File: config.mk
export PLATFORM = sky130hd
export DESIGN_NAME = if_stage
export DESIGN_NICKNAME = d
export VERILOG_FILES = /design/src/rtl/cpu_pkg.sv /design/src/rtl/pc_sel.sv /design/src/rtl/if_stage.sv
export SDC_FILE = /design/constraint.sdc
export NUM_CORES = 1
export LEC_CHECK = 0
export BUFFER_PORTS_ARGS = -buffer_cell sky130_fd_sc_hd__buf_4
export CAP_MARGIN = 10
export CORE_MARGIN = 1.5
export CORE_UTILIZATION = 52
export CTS_BUF_LIST = sky130_fd_sc_hd__clkbuf_8
export DETAILED_ROUTE_END_ITERATION = 10
export PLACE_DENSITY = 0.86
export SYNTH_ARGS = -nofsm -noshare
export SYNTH_HDL_FRONTEND = slang
export SYNTH_HIERARCHICAL = 1
export SYNTH_SLANG_ARGS = --single-unit
File: constraint.sdc
create_clock -name clk_i -period 2.7 [get_ports clk_i]
set_input_delay 0.27 -clock clk_i [delete_from_list [all_inputs] [get_ports clk_i]]
set_output_delay 0.27 -clock clk_i [all_outputs]
set_load 0.05 [all_outputs]
File: src/rtl/cpu_pkg.sv
// Shared CPU definitions: datapath widths, reset/bubble constants and fetch FSM states.
package cpu_pkg;

    localparam int INSTR_W = 32;
    localparam int ADDR_W  = 32;

    localparam logic [INSTR_W-1:0] NOP_INSTR = 32'h0000_0000;
    localparam logic [ADDR_W-1:0]  RESET_PC  = 32'h0000_0000;

    typedef enum logic {
        IDLE = 1'b0,
        RUN  = 1'b1
    } if_state_t;

    // Instruction fetches are word aligned, so the low two address bits are dropped.
    function automatic logic [ADDR_W-1:0] align_word(input logic [ADDR_W-1:0] addr);
        return {addr[ADDR_W-1:2], 2'b00};
    endfunction

endpackage

File: src/rtl/pc_sel.sv
// Next-PC selection: jump beats branch beats sequential PC+4; targets are word aligned.
module pc_sel
    import cpu_pkg::*;
(
    input  logic [ADDR_W-1:0] pc,
    input  logic              jump,
    input  logic [ADDR_W-1:0] jump_target,
    input  logic              branch_taken,
    input  logic [ADDR_W-1:0] branch_target,
    output logic [ADDR_W-1:0] next_pc
);

    always_comb begin
        next_pc = pc + ADDR_W'(4);
        if (jump) begin
            next_pc = align_word(jump_target);
        end else if (branch_taken) begin
            next_pc = align_word(branch_target);
        end
    end

endmodule

File: src/rtl/if_stage.sv
// Instruction-fetch stage: PC register, run/idle control, fetch counter and IF/ID register.
module if_stage
    import cpu_pkg::*;
#(
    parameter logic [ADDR_W-1:0]  RESET_PC  = cpu_pkg::RESET_PC,
    parameter logic [INSTR_W-1:0] NOP_INSTR = cpu_pkg::NOP_INSTR
) (
    input  logic               clk_i,
    input  logic               rst_i,
    input  logic               start_i,
    input  logic               pc_write_i,
    input  logic               ifid_write_i,
    input  logic               flush_i,
    input  logic               branch_taken_i,
    input  logic [ADDR_W-1:0]  branch_target_i,
    input  logic               jump_i,
    input  logic [ADDR_W-1:0]  jump_target_i,
    output logic [ADDR_W-1:0]  imem_addr_o,
    input  logic [INSTR_W-1:0] imem_instr_i,
    output logic [ADDR_W-1:0]  ifid_pc4_o,
    output logic [INSTR_W-1:0] ifid_instr_o,
    output logic               ifid_valid_o,
    output logic [31:0]        fetch_count_o
);

    if_state_t          state_reg;
    logic [ADDR_W-1:0]  pc_reg;
    logic [ADDR_W-1:0]  pc_next;
    logic [ADDR_W-1:0]  ifid_pc4_reg;
    logic [INSTR_W-1:0] ifid_instr_reg;
    logic               ifid_valid_reg;
    logic [31:0]        fetch_count_reg;

    pc_sel u_pc_sel (
        .pc            (pc_reg),
        .jump          (jump_i),
        .jump_target   (jump_target_i),
        .branch_taken  (branch_taken_i),
        .branch_target (branch_target_i),
        .next_pc       (pc_next)
    );

    always_ff @(posedge clk_i) begin
        if (rst_i) begin
            state_reg       <= IDLE;
            pc_reg          <= RESET_PC;
            ifid_pc4_reg    <= '0;
            ifid_instr_reg  <= NOP_INSTR;
            ifid_valid_reg  <= 1'b0;
            fetch_count_reg <= '0;
        end else begin
            case (state_reg)
                IDLE: begin
                    // The first edge with start high only arms the FSM; fetching begins next edge.
                    ifid_pc4_reg   <= '0;
                    ifid_instr_reg <= NOP_INSTR;
                    ifid_valid_reg <= 1'b0;
                    if (start_i) begin
                        state_reg <= RUN;
                    end
                end
                RUN: begin
                    if (!start_i) begin
                        // Dropping start discards the in-flight word and freezes the PC.
                        state_reg      <= IDLE;
                        ifid_pc4_reg   <= '0;
                        ifid_instr_reg <= NOP_INSTR;
                        ifid_valid_reg <= 1'b0;
                    end else begin
                        if (pc_write_i) begin
                            pc_reg <= pc_next;
                        end
                        if (flush_i) begin
                            ifid_pc4_reg   <= '0;
                            ifid_instr_reg <= NOP_INSTR;
                            ifid_valid_reg <= 1'b0;
                        end else if (ifid_write_i) begin
                            ifid_pc4_reg    <= pc_reg + ADDR_W'(4);
                            ifid_instr_reg  <= imem_instr_i;
                            ifid_valid_reg  <= 1'b1;
                            fetch_count_reg <= fetch_count_reg + 32'd1;
                        end
                    end
                end
                default: state_reg <= IDLE;
            endcase
        end
    end

    assign imem_addr_o   = pc_reg;
    assign ifid_pc4_o    = ifid_pc4_reg;
    assign ifid_instr_o  = ifid_instr_reg;
    assign ifid_valid_o  = ifid_valid_reg;
    assign fetch_count_o = fetch_count_reg;

endmodule

# Yosys cells after proc, flatten, opt, wreduce, memory -nomap -nowiden
# Cells that the tools add are included.
op_classes:
  add_sub_neg: 2
  mul: 0
  n_div: 0
  magnitude_cmp: 0
  eq_ne: 1
  shift: 0
  muxes: 15
  bitwise: 2
  reduce_logical: 2
op_table:
  columns: ["operator", "n"]
  rows:
  - ["$mux W32", 8]
  - ["$pmux W32 S2", 2]
  - ["$add A32 B1 Y32 const B", 1]
  - ["$add A32 B3 Y32 const B", 1]
  - ["$mux W1", 4]
  - ["$ne A4 B4 Y1 const B", 1]
  - ["$reduce_and A4 Y1", 1]
  - ["$reduce_and A3 Y1", 1]
  - ["$not A1 Y1", 2]
  - ["$pmux W1 S2", 1]
word_totals:
  regBits: 130
  latchBits: 0
  mem_bits_rw: 0
  mem_bits_ro: 0
  inputBits: 104
  out_inout_bits: 129
  word_cells: 28
  memories: 0

# Depth between registers and ports, before layout
# Gate-level depths: netlist of the first run.
logic_depth:
  word_depth: 5
  mapped_depth: 8
  mapped_depth_nobuf: 8

# Hierarchy
# The synthesis of the first run kept the hierarchy.
modules_own_cells:
  columns: ["mod", "instances", "cells_per_inst", "area_per_inst_um2", "seq_area_each_um2"]
  rows:
  - ["if_stage", 1, 647, 5551.6, 2602.5]
  - ["pc_sel", 1, 172, 1107.3, 0.0]

# Worst setup path after synthesis of the first run
# OpenSTA, ideal clock, no wires.
synth_timing:
  path_type: "reg-to-reg"
  from: "register pc_reg[2] (netlist: imem_addr_o[2])"
  to: "register ifid_pc4_reg[28] (netlist: ifid_pc4_o[28])"
  setup_ns: 0.120
  arrival_time_ns: 2.405
  required_time_ns: 2.580
  setup_slack_ns: 0.176
  stages_incl_launch_ff: 7
  n_path_buf: 1
  synth_period_minus_slack_ns: 2.524
  cell_sequence: "dfxtp_1 > ha_1 > nand3_1 > or4_1 > buf_2 > o311a_1 > a211o_1"
synth_via:
  elab_chain_cells: 5
synth_lines:
  columns: ["element", "line", "rtl"]
  rows:
  - ["start: declaration", "if_stage.sv:27", "logic [ADDR_W-1:0] pc_reg;"]
  - ["start signal: assignment", "if_stage.sv:71", "pc_reg <= pc_next;"]
  - ["$add A32 B3 Y32", "if_stage.sv:78", "ifid_pc4_reg <= pc_reg + ADDR_W'(4);"]
  - ["$mux W32", "if_stage.sv:77", "end else if (ifid_write_i) begin"]
  - ["$mux W32", "if_stage.sv:73", "if (flush_i) begin"]
  - ["$mux W32", "if_stage.sv:63", "if (!start_i) begin"]
  - ["$pmux W32 S2", "if_stage.sv:52", "case (state_reg)"]
  - ["end signal: assignment", "if_stage.sv:78", null]
  - ["end: declaration", "if_stage.sv:29", "logic [ADDR_W-1:0] ifid_pc4_reg;"]
# Every way passes these cells. The select of a mux whose other input is x is not followed.
# A chain may end at the register's enable or synchronous reset.

# Final worst setup path of the first run
layout_timing:
  from: "register pc_reg[3] (netlist: imem_addr_o[3])"
  to: "register ifid_pc4_reg[28] (netlist: ifid_pc4_o[28])"
# The elaborated chain is that of the path after synthesis.

==> results.yml, run 1 <==
run_status:
  status: "complete, no violations"
clocking:
  cts_root_buf: "clkbuf_8"
  cts_buffer_depth: 2
  clkTransAtPathRegs_ns: 0.07
  cts_max_level: 4
  cts_tree: "done"
  cts_setup_buffers: 0
  cts_hold_buffers: 0
  cts-resized-gates: 0
  clkLatencyLatePin_ns: 0.45
  cts_inserted_buffers: 17
  cts.sinks: 130
logic_synthesis:
  yosysSeqAreaShare_pct: 39.1
  synth_area_leader_cell: "dfxtp_1"
  syn_area_per_cell_um2: 8.13
  synth-async-reset-ratio_pct: 0
  ys_types: 55
  syn_area_um2: 6660
  synth_seq_cells: 130
  syn_inst: 819
  syn_nets: 926
  synth_warnings: 6
  synthTopCellsByCount: "dfxtp_1 (130), nand2_1 (120), nor2_1 (75), a21oi_1 (58), nand3_1 (46)"
  synth_edf_count: 0
  yosysMostFrequentCell: "dfxtp_1"
  synth_top_flop_cell: "dfxtp_1"
  synth_top_area_share_pct: 39.1
  synth_top_cells_by_area: "dfxtp_1 (39%), nand2_1 (6.8%), mux2i_1 (5.9%)"
critical_path:
  start_kind: "flip-flop"
  slowest_delay_ns: 0.65
  reg2reg_depth: 5
  crit_type: "flip-flop to flip-flop"
  end_kind: "flip-flop"
  worstPathRequired_ns: 3.03
  cp.arrival_ns: 2.61
  crit_chain: "ha_1 -> nand3_1 -> or4_1 -> o311a_1 -> a211o_1"
  cp_slowest_cell: "or4_1"
  critPathMaxFanout: 10
drt:
  route.detailed.drc: 0
  vias_per_cell: 5.79
  wire_per_inst_um: 16.3
  ant_nets: 0
  drt_pass1_iterations: 5
  routed_wl_um: 19800
  dr.first_iter.drc_count: 634
  via_count: 7058
power_and_ir_drop:
  p_leak_nw: 3.73
  power.density_nw_per_um2: 456
  finalPower_mw: 4.09
  irDropWorstVdd_v: 0.000353
sta:
  maxSlewHeadroom_pct: 26.0
  grt_setup_unrepaired: "no"
  layout_worst_path_cycle_share_pct: 84.4
  max_freq_ghz: 0.439
  fin_skew_ns: 0.0101
  hold_viol: 0
  worst_pin_slew_ns: 1.11
  setup_tns_ns: 0
  final_max_slew_viol_count: 0
  finalWorstPathRequiredPeriod_ns: 2.28
  finalSetupViolations: 0
finish:
  layout-drive-gt1-share_pct: 29.1
  area_delta_synth_final_pct: 34.7
  nets: 1144
  design_area_um2: 8970
  postLayoutCoreUtil_pct: 71.3
  diodes: 0
floorplan:
  die_h_um: 116
  io_pins: 233
  initial_core_util_pct: 53.0
  core_um2: 12600
  core.rowCount: 41
  die_area_um2: 13500
  die_w_um: 116
placement:
  dp_hpwl_um: 14200
  place_area_um2: 8560
  gp_congestion: 0.885
  port_buffers: 228
global_route:
  grt_max_degree: 48
  grt.overflow.total: 0
  grt_pass1_vias: 6396
  grt_use_total_pct: 29.0
  antenna_found_initial: 0
  grt_pass1_wl_um: 31000
worst_hold_path:
  whs_path_depth: 3
  hold_class: "primary input to flip-flop"
flow_run:
  max-cap-violations: 0
-- metal layers --
metal	global-route usage, %	vias to the layer above	share of wire (%)
met1	37.3	3344	41
met5	0	-	0
met3	8.51	39	7.9
li1	-	3369	-
met2	46.8	306	49
met4	10.0	0	2.0
-- critical path: cells and delay by family (launching register included) --
kind	cells	cell delay, ns
AOI/OAI and AO/OA	2	0.65
adders and majority gates	1	0.25
DFF	1	0.34
and+or+nand+nor	2	0.92
-- worst paths after layout --
| path | startpoint | to | slack (ns) |
|---|---|---|---|
| max reg2reg | imem_addr_o[3] | ifid_pc4_o[28] | 0.42 |
| min | imem_instr_i[1] | ifid_instr_o[1] | 0.06 |
| max | imem_addr_o[3] | ifid_pc4_o[28] | 0.42 |
| min reg2reg | ifid_pc4_o[30] | ifid_pc4_o[30] | 0.45 |
-- metrics by stage --
| step | instances | hold slack (ns) | setup slack [ns] |
|---|---|---|---|
| 6_report | 1219 | 0.0589 | 0.420 |
| 5_1_grt | 1219 | 0.0316 | 0.210 |
| 4_1_cts | 1219 | 0.0346 | 0.433 |
| 3_5_place_dp | 1190 | 0.442 | 0.450 |
| 3_3_place_gp | 1190 | 0.438 | 0.498 |
| 2_1_floorplan | 819 | 0.398 | 0.176 |
-- power by group --
| group | total (mW) | switching, mW | internal, mW |
|---|---|---|---|
| registers | 1.95 | 0.0196 | 1.93 |
| clock network | 1.75 | 0.738 | 1.01 |
| logic | 0.390 | 0.210 | 0.180 |
| total | 4.09 | 0.968 | 3.12 |
-- kinds of logic after synthesis --
kind of cell	synth area share, %
compound gates	13.8
xor+xnor	6.18
fa+ha+maj	0.564
buf+inv	3.83
flops	39.1
mux	7.22
simple gates	29.4
-- cell type report --
cell class	count	area (µm²)
timing repair buffer	251	1880
clock buffer	22	303
tap	172	215
multi-input combinational	624	3810
clock inverter	7	108
fill	1025	3600
inverter	13	48.8
sequential	130	2600
-- cell usage in the layout, fill, tap and decap left out, types with 13 or more instances in the layout --
cell / n
nand4_1: 24
nand2_1: 120
nor2_1: 75
o21ai_0: 33
dfxtp_1: 130
xnor2_1: 19
xor2_1: 28
buf_4: 251
a21oi_1: 58
clkbuf_8: 22
a22oi_1: 13
or4_1: 19
inv_1: 15
mux2i_1: 39
nor3_1: 17
nand3_1: 46
No activity file was read; power rests on OpenSTA's default activity.
==> run 2: changes to the inputs <==
Clock period 2.7 ns to 2.1 ns, I/O delays scaled along.
==> results.yml, run 2 (synthesized netlist as in run 1, its figures left out) <==
run_status:
  status: "complete, no violations"
finish:
  n_fill_cell: 945
  final_common_cell: "buf_4"
  final_cell_mix: "buf_4 (271), nand2_1 (120), dfxtp_1 (109)"
  area_delta_synth_final_pct: 41.7
  layout-drive-gt1-share_pct: 33.0
  fin_cells: 1265
  postLayoutCoreUtil_pct: 75.1
  nets: 1186
drt:
  ant_nets: 0
  route.detailed.drc: 0
  routed_wl_um: 20700
  dr.first_iter.drc_count: 494
  via_count: 7253
  vias_per_cell: 5.73
  wire_per_inst_um: 16.3
  drt_pass1_iterations: 5
global_route:
  grtUsageMet1_pct: 36.0
  grt_use_total_pct: 29.9
  grt_max_degree: 45
  grt.overflow.total: 0
  grt_pass1_vias: 6737
  met2_usage_pct: 49.6
  use_met3_pct: 8.87
  grt_pass1_wl_um: 32100
  antenna_found_initial: 1
  busiest_layer: "met2"
clocking:
  cts_tree: "done"
  clkLatencyLatePin_ns: 0.43
  cts_buffer_depth: 2
  cts_root_buf: "clkbuf_8"
  clkTransAtPathRegs_ns: 0.08
  cts_inserted_buffers: 17
  cts_max_level: 4
  cts.sinks: 130
floorplan:
  io_pins: 233
  core_um2: 12600
  core.rowCount: 41
  die_w_um: 116
  initial_core_util_pct: 53.0
  die_area_um2: 13500
  die_h_um: 116
sta:
  finalSetupViolations: 0
  max_freq_ghz: 0.492
  layout_worst_path_cycle_share_pct: 96.7
  worst_pin_slew_ns: 0.945
  grt_setup_unrepaired: "yes"
  maxSlewHeadroom_pct: 36.8
  hold_viol: 0
  fin_ws_ns: 0.0693
  fin_skew_ns: 0.0102
  finalWorstPathRequiredPeriod_ns: 2.03
  final_max_slew_viol_count: 0
placement:
  pre_cts_ws_ns: 0.0645
  dp_hpwl_um: 14200
  port_buffers: 228
  gp_congestion: 0.867
  dp_cells: 1209
critical_path:
  crit_type: "flip-flop to flip-flop"
  end_kind: "flip-flop"
  critPathMaxFanout: 14
  worstPathRequired_ns: 2.42
  cp.arrival_ns: 2.35
  start_kind: "flip-flop"
  rrSetupSlack_ns: 0.07
power_and_ir_drop:
  power.density_nw_per_um2: 552
  p_leak_nw: 3.94
  irDropWorstVdd_v: 0.000347
worst_hold_path:
  hold_class: "primary input to flip-flop"
flow_run:
  max-cap-violations: 0
[run 2: changes by cell type in the layout (fill, tap and decap cells not counted), sizes merged]
cell / change
buf: +22
dlygate4sd3: +20
clkbuf: -5
inv: +5
clkinvlp: +4
bufinv: -1
diode: +1
[run 2: power by group]
group / leakage (nW) / switching (mW) / total, mW / internal (mW)
logic: 2.69 / 0.284 / 0.550 / 0.266
clock network: 0.193 / 1.09 / 2.16 / 1.07
registers: 1.06 / 0.0244 / 2.50 / 2.47
total: 3.94 / 1.40 / 5.20 / 3.81
[run 2: layout make-up]
| cell class | instances | area, µm² | share of cell area, % |
|---|---|---|---|
| clock inverters | 15 | 156 | 1.66 |
| diodes | 1 | 2.50 | 0.0265 |
| inverters | 13 | 48.8 | 0.517 |
| clock buffers | 17 | 234 | 2.48 |
| repair buffers | 293 | 2260 | 23.9 |
| multi-input cells | 624 | 3870 | 41.0 |
| well taps | 172 | 215 | 2.28 |
| flip-flops and latches | 130 | 2650 | 28.1 |
[run 2: per-stage QoR]
step	total power, mW	hold slack, ns	cell area (µm²)	setup TNS (ns)
2_1_floorplan	2.82	0.338	6720	-0.00516
3_3_place_gp	3.05	0.436	8760	0
3_5_place_dp	3.06	0.443	8760	0
4_1_cts	5.22	0.000579	9340	0
5_1_grt	5.38	0.00614	9430	-0.0743
6_report	5.20	0.0181	9430	0
[run 2: final timing paths]
path                                       start  depth (start not counted)          endpoint
worst min register to register    ifid_pc4_o[13]                          2    ifid_pc4_o[13]
worst max register to register    imem_addr_o[2]                          5    ifid_pc4_o[31]
worst min-delay path            imem_instr_i[11]                          3  ifid_instr_o[11]
worst max-delay path              imem_addr_o[2]                          5    ifid_pc4_o[31]
[run 2: timing repair]
action / in CTS / in global routing
endpoints found under the setup margin: 0 / 16
hold endpoints to repair: 19 / 1
hold buffers: 19 / 1
setup buffers: 0 / 3
resized for setup: 0 / 13
[run 2: layer usage]
layer	part of all wire (%)	vias up	routed length [µm]
met3	8.8	54	1820
li1	-	3460	-
met4	3.2	0	661
met5	0	-	0
met1	41	3404	8390
met2	47	335	9790
[run 2: worst max-delay path, stage by stage (launching register included)]
cell and delay [ns]:
dfxtp_4 0.39, buf_6 0.13, nand4_1 0.18, or4_4 0.59
o311a_1 0.40, a211o_1 0.23
==> run 3: changes to the inputs <==
Settings changed: CELL_PAD_IN_SITES_DETAIL_PLACEMENT from default to 1, CELL_PAD_IN_SITES_GLOBAL_PLACEMENT from default to 1, CORE_UTILIZATION 52 to 37, CTS_CLUSTER_SIZE from default to 20, PLACE_DENSITY 0.86 to 0.85.
==> results.yml, run 3 (synthesized netlist as in run 1, its figures left out) <==
finish:
  final_cell_mix: "buf_4 (277), nand2_1 (120), dfxtp_1 (109)"
  nets: 1197
  final_common_cell: "buf_4"
  design_area_um2: 9660
  area_delta_synth_final_pct: 45.1
  diodes: 0
  postLayoutCoreUtil_pct: 55.5
  layout-drive-gt1-share_pct: 32.8
sta:
  finalWorstPathRequiredPeriod_ns: 2.00
  maxSlewHeadroom_pct: 56.9
  whs_ns: 0.0205
  setup_tns_ns: 0
  finalSetupViolations: 0
  max_freq_ghz: 0.499
  hold_viol: 0
  worst_pin_slew_ns: 0.645
  layout_worst_path_cycle_share_pct: 95.5
  final_max_slew_viol_count: 0
  fin_skew_ns: 0.0197
  grt_setup_unrepaired: "no"
critical_path:
  end_kind: "flip-flop"
  crit_type: "flip-flop to flip-flop"
  rrSetupSlack_ns: 0.1
  critPathMaxFanout: 21
  start_kind: "flip-flop"
  worstPathRequired_ns: 2.48
  reg2reg_depth: 6
  cp.arrival_ns: 2.38
global_route:
  grt_pass1_vias: 7561
  grt_pass1_wl_um: 40100
  grt_max_degree: 48
  grt.overflow.total: 0
  antenna_found_initial: 0
  grt_use_total_pct: 27.7
power_and_ir_drop:
  power.density_nw_per_um2: 591
  irDropWorstVdd_v: 0.000417
  p_leak_nw: 4.01
clocking:
  clkTransAtPathRegs_ns: 0.10
  cts.sinks: 130
  cts_inserted_buffers: 17
  cts_root_buf: "clkbuf_8"
  clkLatencyLatePin_ns: 0.46
  cts_max_level: 4
  cts_tree: "done"
  cts_buffer_depth: 2
floorplan:
  initial_core_util_pct: 38.2
  die_w_um: 137
  core.rowCount: 48
  die_area_um2: 18800
  io_pins: 233
  die_h_um: 137
  core_um2: 17400
drt:
  dr.first_iter.drc_count: 364
  via_count: 7374
  ant_nets: 0
  drt_pass1_iterations: 5
  vias_per_cell: 5.56
  route.detailed.drc: 0
  wire_per_inst_um: 19.7
  routed_wl_um: 26100
worst_hold_path:
  whs_path_depth: 3
  hold_class: "primary input to flip-flop"
placement:
  place_area_um2: 8850
  port_buffers: 228
  dp_hpwl_um: 17700
  gp_congestion: 0.829
flow_run:
  max-cap-violations: 0
run_status:
  status: "complete, no violations"
==> run 3: cell types whose count changed in the layout (fill, tap and decap cells not counted), moves of 2 or more <==
cell | previous run | this run
o21ai_1 | 4 | 6
bufinv_16 | 2 | 6
buf_4 | 271 | 277
dlygate4sd3_1 | 20 | 26
inv_6 | 4 | 2
o21ai_0 | 32 | 30
==> run 3: through the flow <==
step / std cells / setup slack [ns] / power, mW
final: 1327 / 0.0953 / 5.71
after CTS: 1323 / 0.00485 / 5.72
after detailed placement: 1266 / 0.0482 / 3.08
after floorplan: 819 / -0.00516 / 2.82
after global routing: 1327 / 0.0101 / 5.90
after global placement: 1266 / 0.116 / 3.06
==> run 3: cell type report <==
class / count / area [µm²]
timing repair buffer: 304 / 2350
multi-input combinational: 624 / 3850
tap: 225 / 282
sequential: 130 / 2650
inverter: 13 / 48.8
clock buffer: 17 / 234
clock inverter: 14 / 238
fill: 2141 / 7760
==> run 3: power breakdown <==
group / switching, mW / leakage, nW / internal (mW)
combinational: 0.306 / 2.72 / 0.273
clock: 1.11 / 0.230 / 1.53
sequential: 0.0256 / 1.06 / 2.47
==> run 3: path summary, 6_finish.rpt <==
kind / startpoint / to
setup / recovery: fetch_count_o[0] / fetch_count_o[30]
setup reg to reg: fetch_count_o[0] / fetch_count_o[30]
hold reg to reg: ifid_pc4_o[17] / ifid_pc4_o[17]
hold / removal: imem_instr_i[3] / ifid_instr_o[3]
==> run 3: critical path, stage by stage, from the launching register on <==
cell and delay [ns]:
dfxtp_2 0.38, ha_1 0.20, and4b_2 0.31, nand4_1 0.12, buf_4 0.24, or4_1 0.51
a21oi_1 0.16
==> run 3: repair_timing <==
item                       4_1_cts  5_1_grt
hold endpoints to repair        26        0
resized for setup                1       11
gates cloned                     0        0
pin swaps                        0        4
hold buffers                    26        0
setup endpoints to repair        1       20
buffers inserted                 0        4
==> run 3: metal layers <==
metal	share of wire [%]	vias up	wire [µm]	track usage, %
li1	-	3469	-	-
met1	40	3600	10400	31.8
met2	51	236	13400	49.2
met3	5.2	69	1370	5.89
met4	3.7	0	962	12.4
met5	0	-	0	0
